$ cat config.mk
export PLATFORM = sky130hd
export DESIGN_NAME = pipe_hazard_ctrl
export DESIGN_NICKNAME = d
export VERILOG_FILES = /design/src/rtl/pipe_hazard_ctrl.sv
export SDC_FILE = /design/constraint.sdc
export NUM_CORES = 1
export LEC_CHECK = 0
export ABC_AREA = 1
export BUFFER_PORTS_ARGS = -buffer_cell sky130_fd_sc_hd__buf_2
export CAP_MARGIN = 20
export CORE_MARGIN = 3
export CORE_UTILIZATION = 37
export CTS_CLUSTER_SIZE = 25
export DETAILED_ROUTE_END_ITERATION = 8
export PLACE_DENSITY = 0.91
export SETUP_SLACK_MARGIN = 0.4
export SKIP_LAST_GASP = 1
export SYNTH_ARGS = -nofsm -noshare
export SYNTH_HDL_FRONTEND = slang
export SYNTH_SLANG_ARGS = --single-unit
$ cat constraint.sdc
create_clock -name clock -period 1.8 [get_ports clock]
set_input_delay 0.36 -clock clock [delete_from_list [all_inputs] [get_ports clock]]
set_output_delay 0.36 -clock clock [all_outputs]
set_load 0.05 [all_outputs]
$ cat src/rtl/pipe_hazard_ctrl.sv
// Pipeline sequencer for the five-stage core: load-use stalls, MEM-stage branch flushes,
// data-memory wait states and halt. Optional perf counters under PIPE_HAZARD_CTRL_PERF_EN.
module pipe_hazard_ctrl #(
  parameter int REG_W = 5,
  parameter int CNT_W = 32
) (
  input  logic             clock,
  input  logic             reset,
  input  logic             id_ex_mem_read,
  input  logic [REG_W-1:0] id_ex_rd,
  input  logic [REG_W-1:0] if_id_rn,
  input  logic [REG_W-1:0] if_id_rm,
  input  logic             if_id_rm_used,
  input  logic             ex_mem_mem_access,
  input  logic             branch_taken,
  input  logic             halt_retire,
  input  logic             dmem_ack,
  output logic             dmem_req,
  output logic             pc_en,
  output logic             if_id_en,
  output logic             id_ex_en,
  output logic             ex_mem_en,
  output logic             mem_wb_en,
  output logic             if_id_flush,
  output logic             id_ex_flush,
  output logic             ex_mem_flush,
  output logic             mem_wb_flush,
  output logic             pc_src,
  output logic             halted,
  output logic [CNT_W-1:0] stall_cnt,
  output logic [CNT_W-1:0] flush_cnt
);

  localparam logic [1:0] ST_RUN      = 2'd0;
  localparam logic [1:0] ST_MEM_WAIT = 2'd1;
  localparam logic [1:0] ST_HALT     = 2'd2;

  localparam logic [REG_W-1:0] XZR = '1;

  logic [1:0] state;
  logic [1:0] state_nxt;
  logic       halt_now;
  logic       mem_stall;
  logic       load_use;
  logic       branch_act;
  logic       lu_act;

  always_comb begin
    halt_now   = (state == ST_HALT) || halt_retire;
    mem_stall  = ex_mem_mem_access && !dmem_ack;
    load_use   = id_ex_mem_read && (id_ex_rd != XZR) &&
                 ((id_ex_rd == if_id_rn) || (if_id_rm_used && (id_ex_rd == if_id_rm)));
    branch_act = branch_taken && !mem_stall;
    lu_act     = load_use && !mem_stall && !branch_taken;
  end

  // Outputs are gated by reset directly so an access in flight is dropped the moment
  // reset asserts, not at the next edge.
  always_comb begin
    // NOTE: every output gets a default before the branches; otherwise an uncovered path infers a latch.
    dmem_req     = 1'b0;
    pc_en        = 1'b0;
    if_id_en     = 1'b0;
    id_ex_en     = 1'b0;
    ex_mem_en    = 1'b0;
    mem_wb_en    = 1'b0;
    if_id_flush  = 1'b0;
    id_ex_flush  = 1'b0;
    ex_mem_flush = 1'b0;
    mem_wb_flush = 1'b0;
    pc_src       = 1'b0;
    halted       = reset && halt_now;
    if (reset && !halt_now) begin
      dmem_req  = ex_mem_mem_access;
      pc_en     = 1'b1;
      if_id_en  = 1'b1;
      id_ex_en  = 1'b1;
      ex_mem_en = 1'b1;
      mem_wb_en = 1'b1;
      if (mem_stall) begin
        // Older stages hold; MEM_WB keeps draining with bubbles.
        pc_en        = 1'b0;
        if_id_en     = 1'b0;
        id_ex_en     = 1'b0;
        ex_mem_en    = 1'b0;
        mem_wb_flush = 1'b1;
      end else if (branch_act) begin
        pc_src       = 1'b1;
        if_id_flush  = 1'b1;
        id_ex_flush  = 1'b1;
        ex_mem_flush = 1'b1;
      end else if (lu_act) begin
        pc_en       = 1'b0;
        if_id_en    = 1'b0;
        id_ex_flush = 1'b1;
      end
    end
  end

  always_comb begin
    state_nxt = state;
    if (state != ST_HALT) begin
      if (halt_retire)    state_nxt = ST_HALT;
      else if (mem_stall) state_nxt = ST_MEM_WAIT;
      else                state_nxt = ST_RUN;
    end
  end

  always_ff @(posedge clock or negedge reset) begin
    // NOTE: sequential state uses non-blocking assignments so every flop samples pre-edge values.
    if (!reset) state <= ST_RUN;
    else        state <= state_nxt;
  end

`ifdef PIPE_HAZARD_CTRL_PERF_EN
  always_ff @(posedge clock or negedge reset) begin
    if (!reset) begin
      stall_cnt <= '0;
      flush_cnt <= '0;
    end else if (!halt_now) begin
      if (mem_stall || lu_act) stall_cnt <= stall_cnt + 1'b1;
      if (branch_act)          flush_cnt <= flush_cnt + 1'b1;
    end
  end
`else
  assign stall_cnt = '0;
  assign flush_cnt = '0;
`endif

endmodule

; ---- Yosys cells after proc, flatten, opt, wreduce, memory -nomap -nowiden
; Index checks and enable logic that the tools add are counted.
[classes]
n_eq_ne = 5
muxes = 19
reduce_logical = 15
[ops]
columns = op, n
row1 = 2-to-1 mux 1 bit, 18
row2 = equality test 5 bit, 2
row3 = logical AND 1 bit, 9
row4 = "!= test 5 bit, second input constant", 1
row5 = logical NOT 1 bit, 4
row6 = "equality test 2 bit, second input constant", 1
row7 = logical OR 1 bit, 2
row8 = 2-to-1 mux 2 bit, 1
row9 = "!= test 2 bit, second input constant", 1
[totals]
ff_bits = 2
input_bits = 23
output_inout_bits = 76
word_cells = 40

; ---- Depth between registers and ports, before layout
; Gate-level depths: netlist of the first run.
[logic_depth]
word_depth = 10
depth_mapped = 10

; ---- Worst setup path after synthesis of the first run
; OpenSTA, ideal clock, no wires.
[synth_timing]
path_type = register to output
startpoint = reg state[1]
endpoint = out pc_en
arrival_time_ns = 1.731
required_time_ns = 1.440
setup_slack_ns = -0.291
stages_incl_launch_ff = 9
n_path_buf = 1
cell_sequence = dfrtp_1 -> inv_1 -> nor2_1 -> nor2_2 -> nand2_2 -> nor2_4 -> nand2_1 -> nand2_1 -> buf_4
[synth_between]
elab_chain_cells = 5
[synth_lines]
columns = element, line_no
row1 = "start, declared", 40  ; logic [1:0] state;
row2 = "start signal, assigned", 112  ; else state <= state_nxt;
row3 = equality test 2 bit, 49  ; halt_now = (state == ST_HALT) || halt_retire;
row4 = logical OR 1 bit, 49
row5 = logical NOT 1 bit, 73  ; if (reset && !halt_now) begin
row6 = logical AND 1 bit, 73
row7 = 2-to-1 mux 1 bit, --
row8 = "end, declared", 19  ; output logic pc_en,
; Every way passes these cells.

; ---- Worst setup path after layout of the first run
[layout_timing]
startpoint = reg state[1]
endpoint = out pc_en
[layout_between]
elab_chain_cells = 5
[layout_lines]
columns = element, line_no
row1 = equality test 2 bit, 49
row2 = logical OR 1 bit, 49
row3 = logical NOT 1 bit, 73
row4 = logical AND 1 bit, 73
row5 = 2-to-1 mux 1 bit, 73
; Every way passes these cells.

==> results of run 1 <==
[through the flow]
stage,power [mW],cell area (um2),setup TNS [ns]
after floorplan,0.485,1160,-0.319
after global placement,0.412,840,0
after detailed placement,0.413,840,0
after CTS,0.526,985,0
after global routing,0.551,1010,-0.306
final,0.521,1010,0
[layout make-up]
| cell class | instances | area share (%) |
|---|---|---|
| Timing Repair Buffer | 39 | 29.3 |
| Clock buffer | 3 | 2.22 |
| Sequential cell | 2 | 4.93 |
| Multi-Input combinational cell | 116 | 50.9 |
| Inverter | 23 | 9.12 |
| Tap cell | 28 | 3.45 |
[worst min-delay path by stage]
| stage | start | end | slack [ns] |
|---|---|---|---|
| CTS | dmem_ack | state[0] | 0.45 |
| floorplan | reset | state[0] | 0.06 |
| global placement | reset | state[0] | 0.16 |
| finish | reset | state[0] | 0.49 |
| global route | reset | state[0] | 0.50 |
| detailed placement | reset | state[0] | 0.17 |
[metal layers]
layer	vias to the layer above	global-route usage [%]
met5	-	0
met4	0	3.73
met3	0	1.09
met2	43	15.7
met1	300	8.21
li1	362	-
[cells by family (layout without fill, tap and decap cells)]
family	count (synthesis)	count (layout)	synth area share (%)
AOI/OAI and AO/OA	2	2	1.84
DFF	2	2	5.67
other	1	64	0.425
and+or+nand+nor	49	49	23.4
xor gates and xnor gates	1	1	0.993
buffers and inverters	91	65	67.7
[layout by cell type (no fill, tap or decap)]
cell	instances
a21oi_4	1
buf_2	23
buf_4	3
buf_6	8
buf_8	4
clkbuf_4	3
clkinvlp_4	1
conb_1	64
dfrtp_1	2
dlygate4sd3_1	1
inv_1	16
inv_2	5
inv_4	1
nand2_1	28
nand2_2	2
nand2_4	2
nand3_1	2
nand4_1	1
nor2_1	8
nor2_2	2
nor2_4	4
o21a_1	1
xnor2_1	1
[worst max-delay path, stage by stage (launching register included)]
cell and delay, ns:
dfrtp_1 0.34, inv_1 0.05, nor2_1 0.04, nor2_2 0.13, nand2_2 0.09, nor2_4 0.16, nand2_1 0.11, nand2_4 0.09
buf_6 0.15
[repair_timing]
item,CTS,global route
gates resized for setup,29,7
pin swaps,3,0
endpoints found under the setup margin,12,12
setup buffers,3,1
hold buffers,1,0
hold endpoints to repair,2,0
[where the power goes]
part	total [mW]	internal, mW	switching [mW]
combinational	0.377	0.0385	0.339
clock	0.0985	0.0735	0.0250
sequential	0.0453	0.0453	0.00000000000111
total	0.521	0.157	0.364
==> impl_metrics.env, run 1 <==
export IMPL_status="finished, final reports clean"
export IMPL_synthTopCellsByCount="buf_4 (68), nand2_1 (30), inv_1 (19)"
export IMPL_row_count=17
export IMPL_grt_pass1_vias=497
export IMPL_cts_tree="done"
export IMPL_nFillCells=241
export IMPL_cts_sinks=2
export IMPL_dieArea_um2=3010
export IMPL_cts_root_buf="clkbuf_4"
export IMPL_drive_gt1_share_pct=32.2
export IMPL_yosys_warnings=0
export IMPL_reg_top3="state (2)"
export IMPL_period_share_pct=96.9
export IMPL_worstSetupStartpoint="state[1]"
export IMPL_io_pins=99
export IMPL_clkTransAtPathRegs_ns=0.03
export IMPL_dr_pass1_iters=4
export IMPL_utilization_pct=45.4
export IMPL_n_antenna_cell=0
export IMPL_htree_levels=1
export IMPL_drt_iter0_markers=4
export IMPL_place_gp_congestion=0.762
export IMPL_yosys_area_top_type="buf_4"
export IMPL_synth_area_um2=882
export IMPL_wl_met2_um=962
export IMPL_min_period_ns=1.74
export IMPL_yosysMostFrequentCell="buf_4"
export IMPL_num_vias=705
export IMPL_dp_cells=203
export IMPL_cts_buffer_depth=2
export IMPL_cp_required_ns=1.44
export IMPL_grt_total_usage_pct=8.07
export IMPL_grt_setup_unrepaired="true"
export IMPL_via_per_inst=3.34
export IMPL_multiInputGateArea_um2=517
export IMPL_drc_errors=0
export IMPL_ys_types=15
export IMPL_synth_ff_latch_count=2
export IMPL_fmax_ghz=0.573
export IMPL_clock_latency_ns=0.22
export IMPL_start_util_pct=39.5
export IMPL_area_growth_pct=15.0
export IMPL_antenna_found_initial=0
export IMPL_rr_startpoint="state[1]"
export IMPL_power_density_nw_per_um2=513
export IMPL_peakVddDrop_v=0.000350
export IMPL_final_cells=211
export IMPL_die_h_um=54.8
export IMPL_die_w_um=54.8
export IMPL_fin_ws_ns=0.0562
export IMPL_final_hold_violation_count=0
export IMPL_ant_nets=0
export IMPL_wl_met3_um=214
export IMPL_synth_top_area_share_pct=57.9
export IMPL_maxSlewViolCount=0
export IMPL_holdWs_ns=0.495
export IMPL_critPathKind="reg -> out"
export IMPL_numPortBuffers=34
export IMPL_topRoutingLayerUsed="met3"
export IMPL_maxCapViolCount=0
export IMPL_cts_buffers=3
export IMPL_p_leak_nw=0.678
export IMPL_rr_endpoint="state[0]"
export IMPL_critPathCaptureType="primary output"
export IMPL_crit_path_start_kind="flop"
export IMPL_top_register="state"
export IMPL_largest_register_ffs=2
export IMPL_core_um2=2230
export IMPL_hold_path_class="in -> async"
export IMPL_wirelength_mm=1.55
export IMPL_place_ws_ns=0.0645
export IMPL_postSynthAreaPerCell_um2=6.04
export IMPL_seq_area_um2=50.0
export IMPL_dp_hpwl_mm=1.27
export IMPL_synth_seq_area_share_pct=5.67
export IMPL_path_max_fanout=5
export IMPL_reg2reg_depth=6
export IMPL_critPathArrivalTime_ns=1.38
export IMPL_rrSetupSlack_ns=0.91
export IMPL_synth_top_cells_by_area="buf_4 (58%), nand2_1 (13%), inv_1 (8.1%)"
export IMPL_crit_end="pc_en"
export IMPL_synthCells=146
export IMPL_grt_first_pass_wirelength_mm=1.80
export IMPL_wl_per_cell_um=7.36
export IMPL_grt_max_degree=6
export IMPL_async_flop_share_pct=100
export IMPL_nNetsFinal=208
export IMPL_m1WireLength_um=378
export IMPL_fin_skew_ns=0.000465
export IMPL_synth_edf_count=0
export IMPL_finalSetupViolCount=0
export IMPL_overflow=0
export IMPL_ys_flop_type="dfrtp_1"
Note: power is estimated with default switching activity, not from simulation.
==> inputs of run 2 (changes only) <==
--- a/config.mk
+++ b/config.mk
@@ -6,13 +6,13 @@
 export NUM_CORES = 1
 export LEC_CHECK = 0
 export ABC_AREA = 1
-export BUFFER_PORTS_ARGS = -buffer_cell sky130_fd_sc_hd__buf_2
 export CAP_MARGIN = 20
 export CORE_MARGIN = 3
-export CORE_UTILIZATION = 37
+export CORE_UTILIZATION = 45
 export CTS_CLUSTER_SIZE = 25
 export DETAILED_ROUTE_END_ITERATION = 8
-export PLACE_DENSITY = 0.91
+export DONT_BUFFER_PORTS = 1
+export PLACE_DENSITY = 0.64
 export SETUP_SLACK_MARGIN = 0.4
 export SKIP_LAST_GASP = 1
 export SYNTH_ARGS = -nofsm -noshare
==> run 2 against run 1 <==
  * First-iteration DRC count is 75% lower
  * Worst setup slack worse by 0.026 ns
  * Sequential power about the same
  * Critical path depth stayed put
  * Flip-flop and latch count is the same
  * Clock power hardly changed
  * Routed wire length is 4.8% lower
  * Largest cell class unchanged
==> impl_metrics.env, run 2 (synthesis results as in run 1) <==
export IMPL_status="finished, final reports clean"
export IMPL_area_growth_pct=3.26
export IMPL_p_leak_nw=0.571
export IMPL_grt_setup_unrepaired="true"
export IMPL_dp_hpwl_mm=1.23
export IMPL_path_max_fanout=4
export IMPL_row_count=15
export IMPL_clock_latency_ns=0.22
export IMPL_num_vias=628
export IMPL_grt_first_pass_wirelength_mm=1.88
export IMPL_start_util_pct=49.5
export IMPL_critPathCaptureType="primary output"
export IMPL_finalSetupViolCount=0
export IMPL_drc_errors=0
export IMPL_final_common_cell="conb_1"
export IMPL_antenna_found_initial=0
export IMPL_n_antenna_cell=0
export IMPL_cp_required_ns=1.44
export IMPL_drt_iter0_markers=1
export IMPL_crit_path_start_kind="flop"
export IMPL_rrSetupSlack_ns=0.79
export IMPL_period_share_pct=98.3
export IMPL_numPortBuffers=0
export IMPL_drive_gt1_share_pct=22.8
export IMPL_hold_path_class="in -> async"
export IMPL_die_w_um=50.3
export IMPL_dr_pass1_iters=2
export IMPL_cts_buffers=3
export IMPL_mostFrequentLayoutCells="conb_1 (64), nand2_1 (28), inv_1 (15)"
export IMPL_overflow=0
export IMPL_fmax_ghz=0.565
export IMPL_cts_root_buf="clkbuf_4"
export IMPL_grt_pass1_vias=491
export IMPL_fin_tns_setup_ns=0
export IMPL_nNetsFinal=183
export IMPL_fin_skew_ns=0.00143
export IMPL_largest_register_ffs=2
export IMPL_total_power_uw=490
export IMPL_maxCapViolCount=0
export IMPL_htree_levels=1
export IMPL_wirelength_mm=1.48
export IMPL_nFillCells=170
export IMPL_final_area_um2=911
export IMPL_grt_max_degree=6
export IMPL_io_pins=99
export IMPL_ant_nets=0
export IMPL_final_hold_violation_count=0
export IMPL_place_gp_congestion=0.614
export IMPL_die_h_um=50.3
export IMPL_min_period_ns=1.77
export IMPL_critPathArrivalTime_ns=1.41
export IMPL_top_register="state"
export IMPL_cts_buffer_depth=2
export IMPL_seq_area_um2=50.0
export IMPL_wl_per_cell_um=8.08
export IMPL_core_um2=1780
export IMPL_place_area_um2=796
export IMPL_critPathKind="reg -> out"
export IMPL_reg_top3="state (2)"
export IMPL_dieArea_um2=2530
export IMPL_multiInputGateArea_um2=519
export IMPL_grt_total_usage_pct=9.23
export IMPL_cts_sinks=2
export IMPL_via_per_inst=3.43
export IMPL_peakVddDrop_v=0.000371
export IMPL_cts_tree="done"
export IMPL_clkTransAtPathRegs_ns=0.03
export IMPL_power_density_nw_per_um2=538
export IMPL_maxSlewViolCount=0
run 2: changes by cell type in the layout (fill, tap and decap cells not counted), sizes merged:
cell      change
clkinvlp      +1
buf          -25
inv           -1
run 2: final cells by class:
class | instances | area share (%)
clock buffers | 3 | 2.47
inverters | 23 | 10.3
multi-input cells | 116 | 57.0
flip-flops and latches | 2 | 5.49
well taps | 25 | 3.43
repair buffers | 14 | 21.3
run 2: repair_timing:
item                                    4_1_cts  5_1_grt
buffers inserted                              3        1
gates resized for setup                      10        6
pin swaps                                     3        4
endpoints found under the setup margin       12       12
hold buffers                                  1        0
hold endpoints to repair                      2        0
run 2: critical path, cell delays in order, from the launching register on:
cell        delay [ns]
dfrtp_1           0.36
inv_2             0.05
nor2_2            0.03
nor2_2            0.11
nand2_2           0.09
nor2_4            0.17
nand2_4           0.08
clkinvlp_4        0.11
buf_12            0.18
run 2: where the power goes:
group	internal, mW	total (mW)	switching (mW)
sequential	0.0453	0.0453	0.00000000000210
clock	0.0736	0.0986	0.0250
combinational	0.0225	0.346	0.324
total	0.141	0.490	0.349
run 2: final timing paths:
kind                       startpoint           to  cells past startpoint
setup / recovery             state[1]  if_id_flush                      8
hold / removal                  reset     state[1]                      1
setup reg to reg             state[0]     state[0]                      6
hold reg to reg              state[0]     state[1]                      5
max in group asynchronous       reset     state[0]                      1
min in group clock           dmem_ack     state[0]                      3
run 2: stage by stage:
stage                     setup WS (ns)  hold slack, ns  util (%)  cells
after floorplan                  -0.106          0.0644         -    209
after global placement            0.266          0.0645      44.6    175
after detailed placement          0.227          0.0645      44.6    175
after CTS                        0.0456           0.369      49.8    182
after global routing            -0.0472           0.370      51.1    183
final                            0.0305           0.378      51.1    183
run 2: per-layer routing:
layer | vias to the layer above | global-route usage, % | wire [um]
met4 | 0 | 2.76 | 0
li1 | 314 | - | -
met2 | 60 | 20.7 | 830
met3 | 0 | 1.78 | 285
met5 | - | 0 | 0
met1 | 254 | 7.51 | 363
